$ cat config.mk
export PLATFORM = sky130hd
export DESIGN_NAME = cpu_fetch
export DESIGN_NICKNAME = d
export VERILOG_FILES = /design/src/rtl/cpu_fetch.sv
export SDC_FILE = /design/constraint.sdc
export NUM_CORES = 1
export LEC_CHECK = 0
export CORE_MARGIN = 2
export CORE_UTILIZATION = 50
export CTS_CLUSTER_DIAMETER = 80
export DETAILED_ROUTE_END_ITERATION = 8
export GPL_TIMING_DRIVEN = 0
export PLACE_DENSITY = 0.8
export RECOVER_POWER = 25
export REMOVE_ABC_BUFFERS = 1
export SYNTH_ARGS = -nofsm -noshare
export SYNTH_HDL_FRONTEND = slang
export SYNTH_SLANG_ARGS = --single-unit
$ cat constraint.sdc
create_clock -name clk -period 2.95 [get_ports clk]
set_input_delay 0.4425 -clock clk [delete_from_list [all_inputs] [get_ports clk]]
set_output_delay 0.4425 -clock clk [all_outputs]
set_load 0.02 [all_outputs]
$ cat src/rtl/cpu_fetch.sv
// rtl/cpu_fetch.sv - instruction/operand fetch unit with ack timeout, pending jump and halt
// Reads memory at pc into IR or OPR on controller request; jumps load pc from OPR.
module cpu_fetch #(
  parameter int          ACK_TIMEOUT    = 15,
  parameter logic [7:0]  PC_RESET       = 8'h00,
  parameter logic [7:0]  STATE_FETCH_PC = 8'h01,
  parameter logic [7:0]  STATE_JUMP     = 8'h02,
  parameter logic [7:0]  STATE_TMP_JUMP = 8'h03,
  parameter logic [7:0]  STATE_HALT     = 8'h04,
  parameter logic [3:0]  T1             = 4'd1
) (
  input  logic       clk,
  input  logic       reset_cycle,
  input  logic [7:0] state,
  input  logic [3:0] cycle,
  input  logic [7:0] mem_rdata,
  input  logic       mem_ack,
  output logic       mem_req,
  output logic [7:0] mem_addr,
  output logic [7:0] instruction,
  output logic [7:0] operand,
  output logic [7:0] pc,
  output logic       busy,
  output logic       halted,
  output logic [1:0] err
);

  localparam logic [7:0] TMO_LIMIT = 8'(ACK_TIMEOUT);

  typedef enum logic [1:0] {S_IDLE, S_REQ, S_HALT} fsm_e;

  fsm_e       fsm_q, fsm_d;
  logic [7:0] pc_q, pc_d;
  logic [7:0] addr_q, addr_d;
  logic       req_q, req_d;
  logic [7:0] ir_q, ir_d;
  logic [7:0] opr_q, opr_d;
  logic       busy_q, busy_d;
  logic       halted_q, halted_d;
  logic [1:0] err_q, err_d;
  logic [7:0] tmo_q, tmo_d;
  logic       tgt_ir_q, tgt_ir_d;
  logic       jmp_pend_q, jmp_pend_d;
  logic       halt_pend_q, halt_pend_d;

  logic       is_fetch, is_jump, is_halt;
  logic       jmp_now, halt_now, finish;
  logic [7:0] tmo_inc;

  assign is_fetch = (state == STATE_FETCH_PC);
  assign is_jump  = (state == STATE_JUMP) || (state == STATE_TMP_JUMP);
  assign is_halt  = (state == STATE_HALT);

  always_ff @(posedge clk or posedge reset_cycle) begin
    if (reset_cycle) begin
      fsm_q       <= S_IDLE;
      pc_q        <= PC_RESET;
      addr_q      <= 8'h00;
      req_q       <= 1'b0;
      ir_q        <= 8'h00;
      opr_q       <= 8'h00;
      busy_q      <= 1'b0;
      halted_q    <= 1'b0;
      err_q       <= 2'b00;
      tmo_q       <= 8'h00;
      tgt_ir_q    <= 1'b0;
      jmp_pend_q  <= 1'b0;
      halt_pend_q <= 1'b0;
    end else begin
      fsm_q       <= fsm_d;
      pc_q        <= pc_d;
      addr_q      <= addr_d;
      req_q       <= req_d;
      ir_q        <= ir_d;
      opr_q       <= opr_d;
      busy_q      <= busy_d;
      halted_q    <= halted_d;
      err_q       <= err_d;
      tmo_q       <= tmo_d;
      tgt_ir_q    <= tgt_ir_d;
      jmp_pend_q  <= jmp_pend_d;
      halt_pend_q <= halt_pend_d;
    end
  end

  always_comb begin
    fsm_d       = fsm_q;
    pc_d        = pc_q;
    addr_d      = addr_q;
    req_d       = req_q;
    ir_d        = ir_q;
    opr_d       = opr_q;
    busy_d      = busy_q;
    halted_d    = halted_q;
    err_d       = err_q;
    tmo_d       = tmo_q;
    tgt_ir_d    = tgt_ir_q;
    jmp_pend_d  = jmp_pend_q;
    halt_pend_d = halt_pend_q;
    jmp_now     = 1'b0;
    halt_now    = 1'b0;
    finish      = 1'b0;
    tmo_inc     = tmo_q + 8'd1;

    case (fsm_q)
      S_IDLE: begin
        if (is_fetch) begin
          addr_d      = pc_q;
          req_d       = 1'b1;
          busy_d      = 1'b1;
          tgt_ir_d    = (cycle == T1);
          tmo_d       = 8'h00;
          jmp_pend_d  = 1'b0;
          halt_pend_d = 1'b0;
          fsm_d       = S_REQ;
        end else if (is_jump) begin
          pc_d = opr_q;
        end else if (is_halt) begin
          halted_d = 1'b1;
          fsm_d    = S_HALT;
        end
      end
      S_REQ: begin
        // Jump/halt requests seen during the read are folded in on the completing edge.
        jmp_now     = jmp_pend_q | is_jump;
        halt_now    = halt_pend_q | is_halt;
        jmp_pend_d  = jmp_now;
        halt_pend_d = halt_now;
        if (is_fetch) err_d[0] = 1'b1;
        if (mem_ack) begin
          if (tgt_ir_q) ir_d = mem_rdata;
          else          opr_d = mem_rdata;
          if (jmp_now) pc_d = tgt_ir_q ? opr_q : mem_rdata;
          else         pc_d = pc_q + 8'd1;
          finish = 1'b1;
        end else begin
          tmo_d = tmo_inc;
          if (tmo_inc == TMO_LIMIT) begin
            err_d[1] = 1'b1;
            if (jmp_now) pc_d = opr_q;
            finish = 1'b1;
          end
        end
        if (finish) begin
          req_d       = 1'b0;
          busy_d      = 1'b0;
          jmp_pend_d  = 1'b0;
          halt_pend_d = 1'b0;
          if (halt_now) begin
            halted_d = 1'b1;
            fsm_d    = S_HALT;
          end else begin
            fsm_d = S_IDLE;
          end
        end
      end
      S_HALT: begin
        req_d = 1'b0;
      end
      default: fsm_d = S_IDLE;
    endcase
  end

  assign mem_req     = req_q;
  assign mem_addr    = addr_q;
  assign instruction = ir_q;
  assign operand     = opr_q;
  assign pc          = pc_q;
  assign busy        = busy_q;
  assign halted      = halted_q;
  assign err         = err_q;

endmodule

==> impl_summary.txt, run 1 <==
----------------------------------------------------
[Power and ir drop]
  Cell leakage power ... 0.001527 uW
  Maximum resistive drop on vdd ... 0.3024 mV
  Power density cells ... 481.1 nW/um^2
  Power consumption ... 1634 uW

[Placed design]
  DP Wirelength ... 4450 um
  Final estimated routing congestion in global placement ... 0.8437
  Cell Area, Placed ... 3326 um^2
  Port Buf Inserts ... 59

[Die]
  Number of placement rows ... 26
  Die height ... 77.20 um
  Horiz. Die Dim ... 77.20 um
  Effective utilization at floorplan ... 52.12%
  Io pins ... 60
  Area of the die ... 5959 um^2
  Core region area ... 5140 um^2

[Clock tree]
  # Post-CTS Setup Buffers ... 0
  Number of clock buffers inserted by TritonCTS ... 5
  Post-CTS Hold Fix Bufs ... 0
  Library cell used as clock root buffer ... clkbuf_8
  Post-CTS Resized ... 0
  Number of H-tree levels ... 2
  Number of clock sinks ... 50
  Longest Clk Path Bufs ... 2
  CTS tree ... done
  Clock insertion delay at the later pin of the skew report ... 300 ps
  CTS clock-pin slew for the worst setup and hold paths ... 90 ps

[Final layout]
  Area occupied by multi-input gates ... 1324 um^2
  Most frequent cells in the layout ... 58 x clkdlybuf4s50_1, 50 x dfrtp_1, 25 x nand2_1
  Number of inserted diodes ... 0
  Number of fill cells ... 444
  Nets ... 345
  Sequential cell area in the final layout ... 1251 um^2
  Share of post-route cells with drive strength above 1 ... 11.99%
  Fin util ... 66.09%
  Total non-filler cell area in the finished layout ... 3397 um^2
  Area delta synth->final ... 26.81%
  Most frequent standard cell in the layout excluding fill and tap cells ... clkdlybuf4s50_1

[Global route]
  GRT Residual Overflow ... 0
  Overall routing resource usage ... 21.33%
  Initial antenna violation count ... 0
  Via count of the first global-routing pass ... 2139
  Wire length of the first global-routing pass ... 10420 um
  Largest net degree at the start of global routing ... 36

[Route]
  Count of unresolved DRC violations after routing ... 0
  Number of detailed-route iterations in the first pass ... 4
  Avg WL per Cell ... 15.20 um
  Detailed-route wire length ... 5883 um
  DRC violation total after the first TritonRoute iteration ... 180
  Total number of vias ... 2122
  Via count normalized by instance count ... 5.483
  Antenna-violating nets left ... 0

[Critical path]
  Critical setup path kind ... reg -> reg
  Max Fanout on Critical Path ... 16
  R2R setup slack ... 280 ps
  Crit path capture type ... flop
  Arrival time at the worst endpoint ... 2860 ps
  Crit start category ... flop
  Worst endpoint required time ... 3140 ps

[Timing]
  RSZ-0062 raised after global routing ... no
  Crit share post-route ... 90.46%
  Slew at the pin closest to its max-slew limit ... 852.4 ps
  Final setup violation count ... 0
  Number of pins with negative max-slew slack in the final report ... 0
  Relative slew slack ... 43.17%
  Hold Vio Cnt, Final ... 0
  Peak Freq ... 374.8 MHz
  Worst hold margin ... 461.4 ps
  Worst Clk Skew ... 8.652 ps
  Setup TNS ... 0 ps
  Time the final worst path needs with I/O delays and setup ... 2668 ps

[Logic synthesis]
  Dominant register cell in the synthesized netlist ... dfrtp_1
  Ys async rst share ... 100.0%
  Number of library cell types mapped by synthesis ... 50
  Number of flops mapped to enable cells by yosys ... 0
  Flip-flop and latch count after synthesis ... 50
  Mean instance size in the synthesized netlist ... 10.30 um^2
  Mapped Area ... 2679 um^2
  Post-synthesis cell count ... 260
  Sequential-to-total area share from yosys stat ... 46.71%
  Total of warnings raised by yosys ... 0

[Flow run]
  Max cap viols ... 0

[Run status]
  Outcome ... finished clean

[Min path]
  Hold/Removal Path Class ... reg -> reg

----------------------------------------------------
[kinds of logic (layout without fill, tap and decap cells)]
family	count (synthesis)	count (layout)	synth area share [%]
AOI/OAI and AO/OA	62	62	16.21
muxes	30	30	12.33
DFF	50	50	46.71
buffers and inverters	25	82	3.877
adders and majority gates	6	6	2.802
and+or+nand+nor	78	78	15.13
xor gates and xnor gates	9	9	2.943
[Yosys cell counts (all sizes together), types with 3 or more instances]
cell    instances  area share [%]
a21oi           7             1.3
nand2          25             3.5
buf             4            0.93
ha              6             2.8
o21ai          19             3.5
xor2            3            0.98
nor2           16             2.2
a21o            4             1.1
inv            14             2.0
or4             4             1.3
nand3          11             2.1
o22ai           4            0.93
o31ai           6             1.7
xnor2           6             2.0
nor3            5            0.93
nand2b          3            0.98
mux2i           9             3.4
dfrtp          50              47
o211ai          4             1.1
mux2           21             9.0
clkbuf          7            0.98
o31a            3            0.98
[worst max-delay path, stage by stage (launching register included)]
cell and delay [ps]:
dfrtp_1 410, inv_1 100, ha_1 560, nor2b_1 490
o41ai_2 200, nand3_1 410, mux2_2 390
[flip-flops by register name (all words and copies together) (netlist names)]
register / flops
mem_req: 1
tmo_q: 8
pc: 8
tgt_ir_q: 1
fsm_q: 2
operand: 8
jmp_pend_q: 1
busy: 1
halt_pend_q: 1
instruction: 8
halted: 1
err: 2
mem_addr: 8
[power by group]
part	switching (uW)	leakage (uW)	internal, uW
registers	60.7	0.000679	739
logic	237	0.000803	210
clock network	220	0.0000452	168
total	518	0.00153	1120
[stage by stage]
step / setup WS, ps / instances
5_1_grt: 106.4 / 387
2_1_floorplan: 766.0 / 249
6_report: 281.6 / 387
4_1_cts: 289.1 / 387
3_5_place_dp: 149.3 / 379
3_3_place_gp: 161.3 / 378
[per-layer routing]
metal | part of all wire, % | track usage [%]
met1 | 47 | 31.35
met4 | 1.2 | 5.714
met2 | 46 | 32.96
met5 | 0 | 0
met3 | 5.8 | 3.412
[path summary, 6_finish.rpt]
path	from	to	depth (start not counted)
worst min register to register	err[0]$_DFFE_PP0P_	err[0]$_DFFE_PP0P_	1
max in group asynchronous	reset_cycle	tmo_q[6]$_DFFE_PP0P_	3
worst max register to register	fsm_q[1]$_DFFE_PP0P_	pc[7]$_DFFE_PP0P_	6
worst max-delay path	fsm_q[1]$_DFFE_PP0P_	pc[7]$_DFFE_PP0P_	6
min in group asynchronous	reset_cycle	mem_addr[2]$_DFFE_PP0P_	2
worst min-delay path	err[0]$_DFFE_PP0P_	err[0]$_DFFE_PP0P_	1
[cell type report]
class / count / share of cell area [%]
timing repair buffer: 60 / 17.53
inverter: 14 / 1.547
sequential: 50 / 36.83
tap: 70 / 2.578
multi-input combinational: 185 / 38.97
clock inverter: 2 / 0.4052
clock buffer: 6 / 2.136
Note: power is estimated with default switching activity, not from simulation.
==> run 2: changes to the inputs <==
--- a/config.mk
+++ b/config.mk
@@ -5,12 +5,15 @@
 export SDC_FILE = /design/constraint.sdc
 export NUM_CORES = 1
 export LEC_CHECK = 0
-export CORE_MARGIN = 2
-export CORE_UTILIZATION = 50
+export CAP_MARGIN = 30
+export CELL_PAD_IN_SITES_DETAIL_PLACEMENT = 0
+export CELL_PAD_IN_SITES_GLOBAL_PLACEMENT = 1
+export CORE_MARGIN = 4
+export CORE_UTILIZATION = 39
 export CTS_CLUSTER_DIAMETER = 80
 export DETAILED_ROUTE_END_ITERATION = 8
 export GPL_TIMING_DRIVEN = 0
-export PLACE_DENSITY = 0.8
+export PLACE_DENSITY = 0.81
 export RECOVER_POWER = 25
 export REMOVE_ABC_BUFFERS = 1
 export SYNTH_ARGS = -nofsm -noshare
==> run 2 against run 1 <==
  * Cell area increased by 0.15%
  * Flip-flop and latch count unchanged
  * Worst hold slack improved by 1.8 ps
  * Final cell count increased by 1.6%
  * First-iteration DRC count decreased by 49%
  * Highest routed layer unchanged
==> impl_summary.txt, run 2 (same netlist as run 1, synthesis figures left out) <==
----------------------------------------------------
[Placed design]
  Final estimated routing congestion in global placement ... 0.8039 (was 0.8437)
  Placed Instances ... 386 (was 379)
  Port Buf Inserts ... 59 (unchanged)
  DP Wirelength ... 4727 um (was 4450 um)

[Power and ir drop]
  Clock share of power ... 24.2% (was 23.8%)
  Share of total power in sequential cells ... 48.6% (was 48.9%)
  Switching Share ... 32.29% (was 31.70%)
  Cell leakage power ... 0.001526 uW (was 0.001527 uW)
  Power density cells ... 482.9 nW/um^2 (was 481.1 nW/um^2)
  Sw power ... 530.4 uW (was 518.1 uW)
  Share of total power in combinational logic ... 27.2% (was 27.3%)
  Maximum resistive drop on vdd ... 0.2003 mV (was 0.3024 mV)
  Cell internal power dissipation ... 1112 uW (was 1116 uW)

[Timing]
  Crit share post-route ... 91.01% (was 90.46%)
  Time the final worst path needs with I/O delays and setup ... 2685 ps (was 2668 ps)
  Slew at the pin closest to its max-slew limit ... 1005 ps (was 852.4 ps)
  Number of pins with negative max-slew slack in the final report ... 0 (unchanged)
  Relative slew slack ... 33.00% (was 43.17%)
  Worst Clk Skew ... 6.122 ps (was 8.652 ps)
  Hold Vio Cnt, Final ... 0 (unchanged)
  Peak Freq ... 372.5 MHz (was 374.8 MHz)
  RSZ-0062 raised after global routing ... no (unchanged)
  Final setup violation count ... 0 (unchanged)
  Setup TNS ... 0 ps (unchanged)

[Critical path]
  Worst path top cell family by delay ... simple AND/OR/NAND/NOR gates (unchanged)
  Crit-path cells ... inv_1 -> ha_1 -> nor2b_1 -> o41ai_2 -> nand3_1 -> mux2_2 (unchanged)
  Crit path capture type ... flop (unchanged)
  R2R setup slack ... 270 ps (was 280 ps)
  Number of cells on the worst reg-to-reg path ... 6 (unchanged)
  Critical setup path kind ... reg -> reg (unchanged)
  Worst endpoint required time ... 3150 ps (was 3140 ps)
  Arrival time at the worst endpoint ... 2880 ps (was 2860 ps)
  Crit start category ... flop (unchanged)
  Crit path buffers/inverters ... 1 (unchanged)
  Capture point of the critical path ... pc[6]$_DFFE_PP0P_ (was pc[7]$_DFFE_PP0P_)
  Crit path max-delay cell type ... ha_1 (unchanged)
  Reg2Reg Launch Point ... fsm_q[1]$_DFFE_PP0P_ (unchanged)
  Setup crit start ... fsm_q[1]$_DFFE_PP0P_ (unchanged)
  Max Fanout on Critical Path ... 16 (unchanged)
  Reg-to-Reg End ... pc[6]$_DFFE_PP0P_ (was pc[7]$_DFFE_PP0P_)
  Levels on crit path ... 6 (unchanged)
  Peak per-stage delay on the critical path ... 560 ps (about the same)

[Die]
  Die height ... 90.88 um (was 77.20 um)
  Horiz. Die Dim ... 90.88 um (was 77.20 um)
  Number of placement rows ... 29 (was 26)
  Area of the die ... 8259 um^2 (was 5959 um^2)
  Io pins ... 60 (unchanged)
  Core region area ... 6495 um^2 (was 5140 um^2)
  Effective utilization at floorplan ... 41.24% (was 52.12%)

[Clock tree]
  Number of clock buffers inserted by TritonCTS ... 5 (unchanged)
  Post-CTS Hold Fix Bufs ... 0 (unchanged)
  Post-CTS Resized ... 0 (unchanged)
  CTS tree ... done (unchanged)
  Number of clock sinks ... 50 (unchanged)
  Longest Clk Path Bufs ... 2 (unchanged)
  # Post-CTS Setup Buffers ... 0 (unchanged)
  Clock insertion delay at the later pin of the skew report ... 310 ps (was 300 ps)
  Library cell used as clock root buffer ... clkbuf_8 (unchanged)
  Number of H-tree levels ... 2 (unchanged)
  CTS clock-pin slew for the worst setup and hold paths ... 90 ps (about the same)

[Min path]
  Hold/Removal Path Class ... reg -> reg (unchanged)

[Flow run]
  Max cap viols ... 0 (unchanged)

[Final layout]
  Most frequent standard cell in the layout excluding fill and tap cells ... clkdlybuf4s50_1 (unchanged)
  Cell Count, Final, Fillers Out ... 393 (was 387)
  Number of inserted diodes ... 0 (unchanged)
  Most frequent cells in the layout ... 58 x clkdlybuf4s50_1, 50 x dfrtp_1, 25 x nand2_1 (unchanged)
  Share of post-route cells with drive strength above 1 ... 12.03% (was 11.99%)
  Area delta synth->final ... 27.00% (was 26.81%)
  Nets ... 345 (unchanged)

[Global route]
  Overall routing resource usage ... 15.59% (was 21.33%)
  Wire length of the first global-routing pass ... 10550 um (was 10420 um)
  Largest net degree at the start of global routing ... 41 (was 36)
  Initial antenna violation count ... 0 (unchanged)
  Via count of the first global-routing pass ... 2110 (was 2139)
  GRT Residual Overflow ... 0 (unchanged)

[Route]
  Number of detailed-route iterations in the first pass ... 4 (unchanged)
  Antenna-violating nets left ... 0 (unchanged)
  DRC violation total after the first TritonRoute iteration ... 91 (was 180)
  Via count normalized by instance count ... 5.473 (was 5.483)
  Count of unresolved DRC violations after routing ... 0 (unchanged)
  Detailed-route wire length ... 6334 um (was 5883 um)
  Avg WL per Cell ... 16.12 um (was 15.20 um)
  Total number of vias ... 2151 (was 2122)

[Run status]
  Outcome ... finished clean (unchanged)

----------------------------------------------------
==> run 2: how the worst min path moves through the flow <==
stage	cells after the start	slack, ps	start	endpoint
3_5_place_dp	1	450	err[0]$_DFFE_PP0P_	err[0]$_DFFE_PP0P_
5_1_grt	1	500	err[0]$_DFFE_PP0P_	err[0]$_DFFE_PP0P_
6_report	1	460	err[0]$_DFFE_PP0P_	err[0]$_DFFE_PP0P_
2_1_floorplan	1	490	tmo_q[7]$_DFFE_PP0P_	tmo_q[7]$_DFFE_PP0P_
3_3_place_gp	1	440	err[0]$_DFFE_PP0P_	err[0]$_DFFE_PP0P_
4_1_cts	2	400	reset_cycle	tmo_q[2]$_DFFE_PP0P_
==> run 2: metrics by stage <==
step | area [um^2] | power [uW] | util, % | setup WS (ps) | hold slack (ps)
floorplan | 2628 | 1063 | - | 766.0 | 488.2
global placement | 3314 | 1258 | 51.03 | 91.00 | 438.2
detailed placement | 3334 | 1265 | 51.34 | 80.18 | 447.5
CTS | 3417 | 1664 | 52.61 | 245.7 | 397.5
global route | 3402 | 1735 | 52.38 | 88.25 | 504.9
finish | 3402 | 1643 | 52.38 | 265.3 | 463.2
==> run 2: cell type report <==
type,count,area [um^2]
clock buffers,5,68.82
clock inverters,2,13.76
fillers,609,3093
inverters,14,52.55
multi-input cells,185,1324
flip-flops and latches,50,1251
well taps,77,96.34
repair buffers,60,595.6
==> run 2: metal layers <==
| layer | wire (um) | global-route usage (%) | vias up |
|---|---|---|---|
| li1 | - | - | 1054 |
| met4 | 85 | 5.276 | 0 |
| met2 | 2813 | 22.92 | 55 |
| met5 | 0 | 0 | - |
| met3 | 303 | 2.250 | 8 |
| met1 | 3133 | 23.39 | 1034 |
==> run 2: power by group through the flow <==
stage	logic [uW]	clock network (uW)	registers (uW)
after floorplan	210	0	853
after global placement	447	0	811
after detailed placement	453	0	812
after CTS	455	411	799
after global routing	487	440	809
final	447	398	798
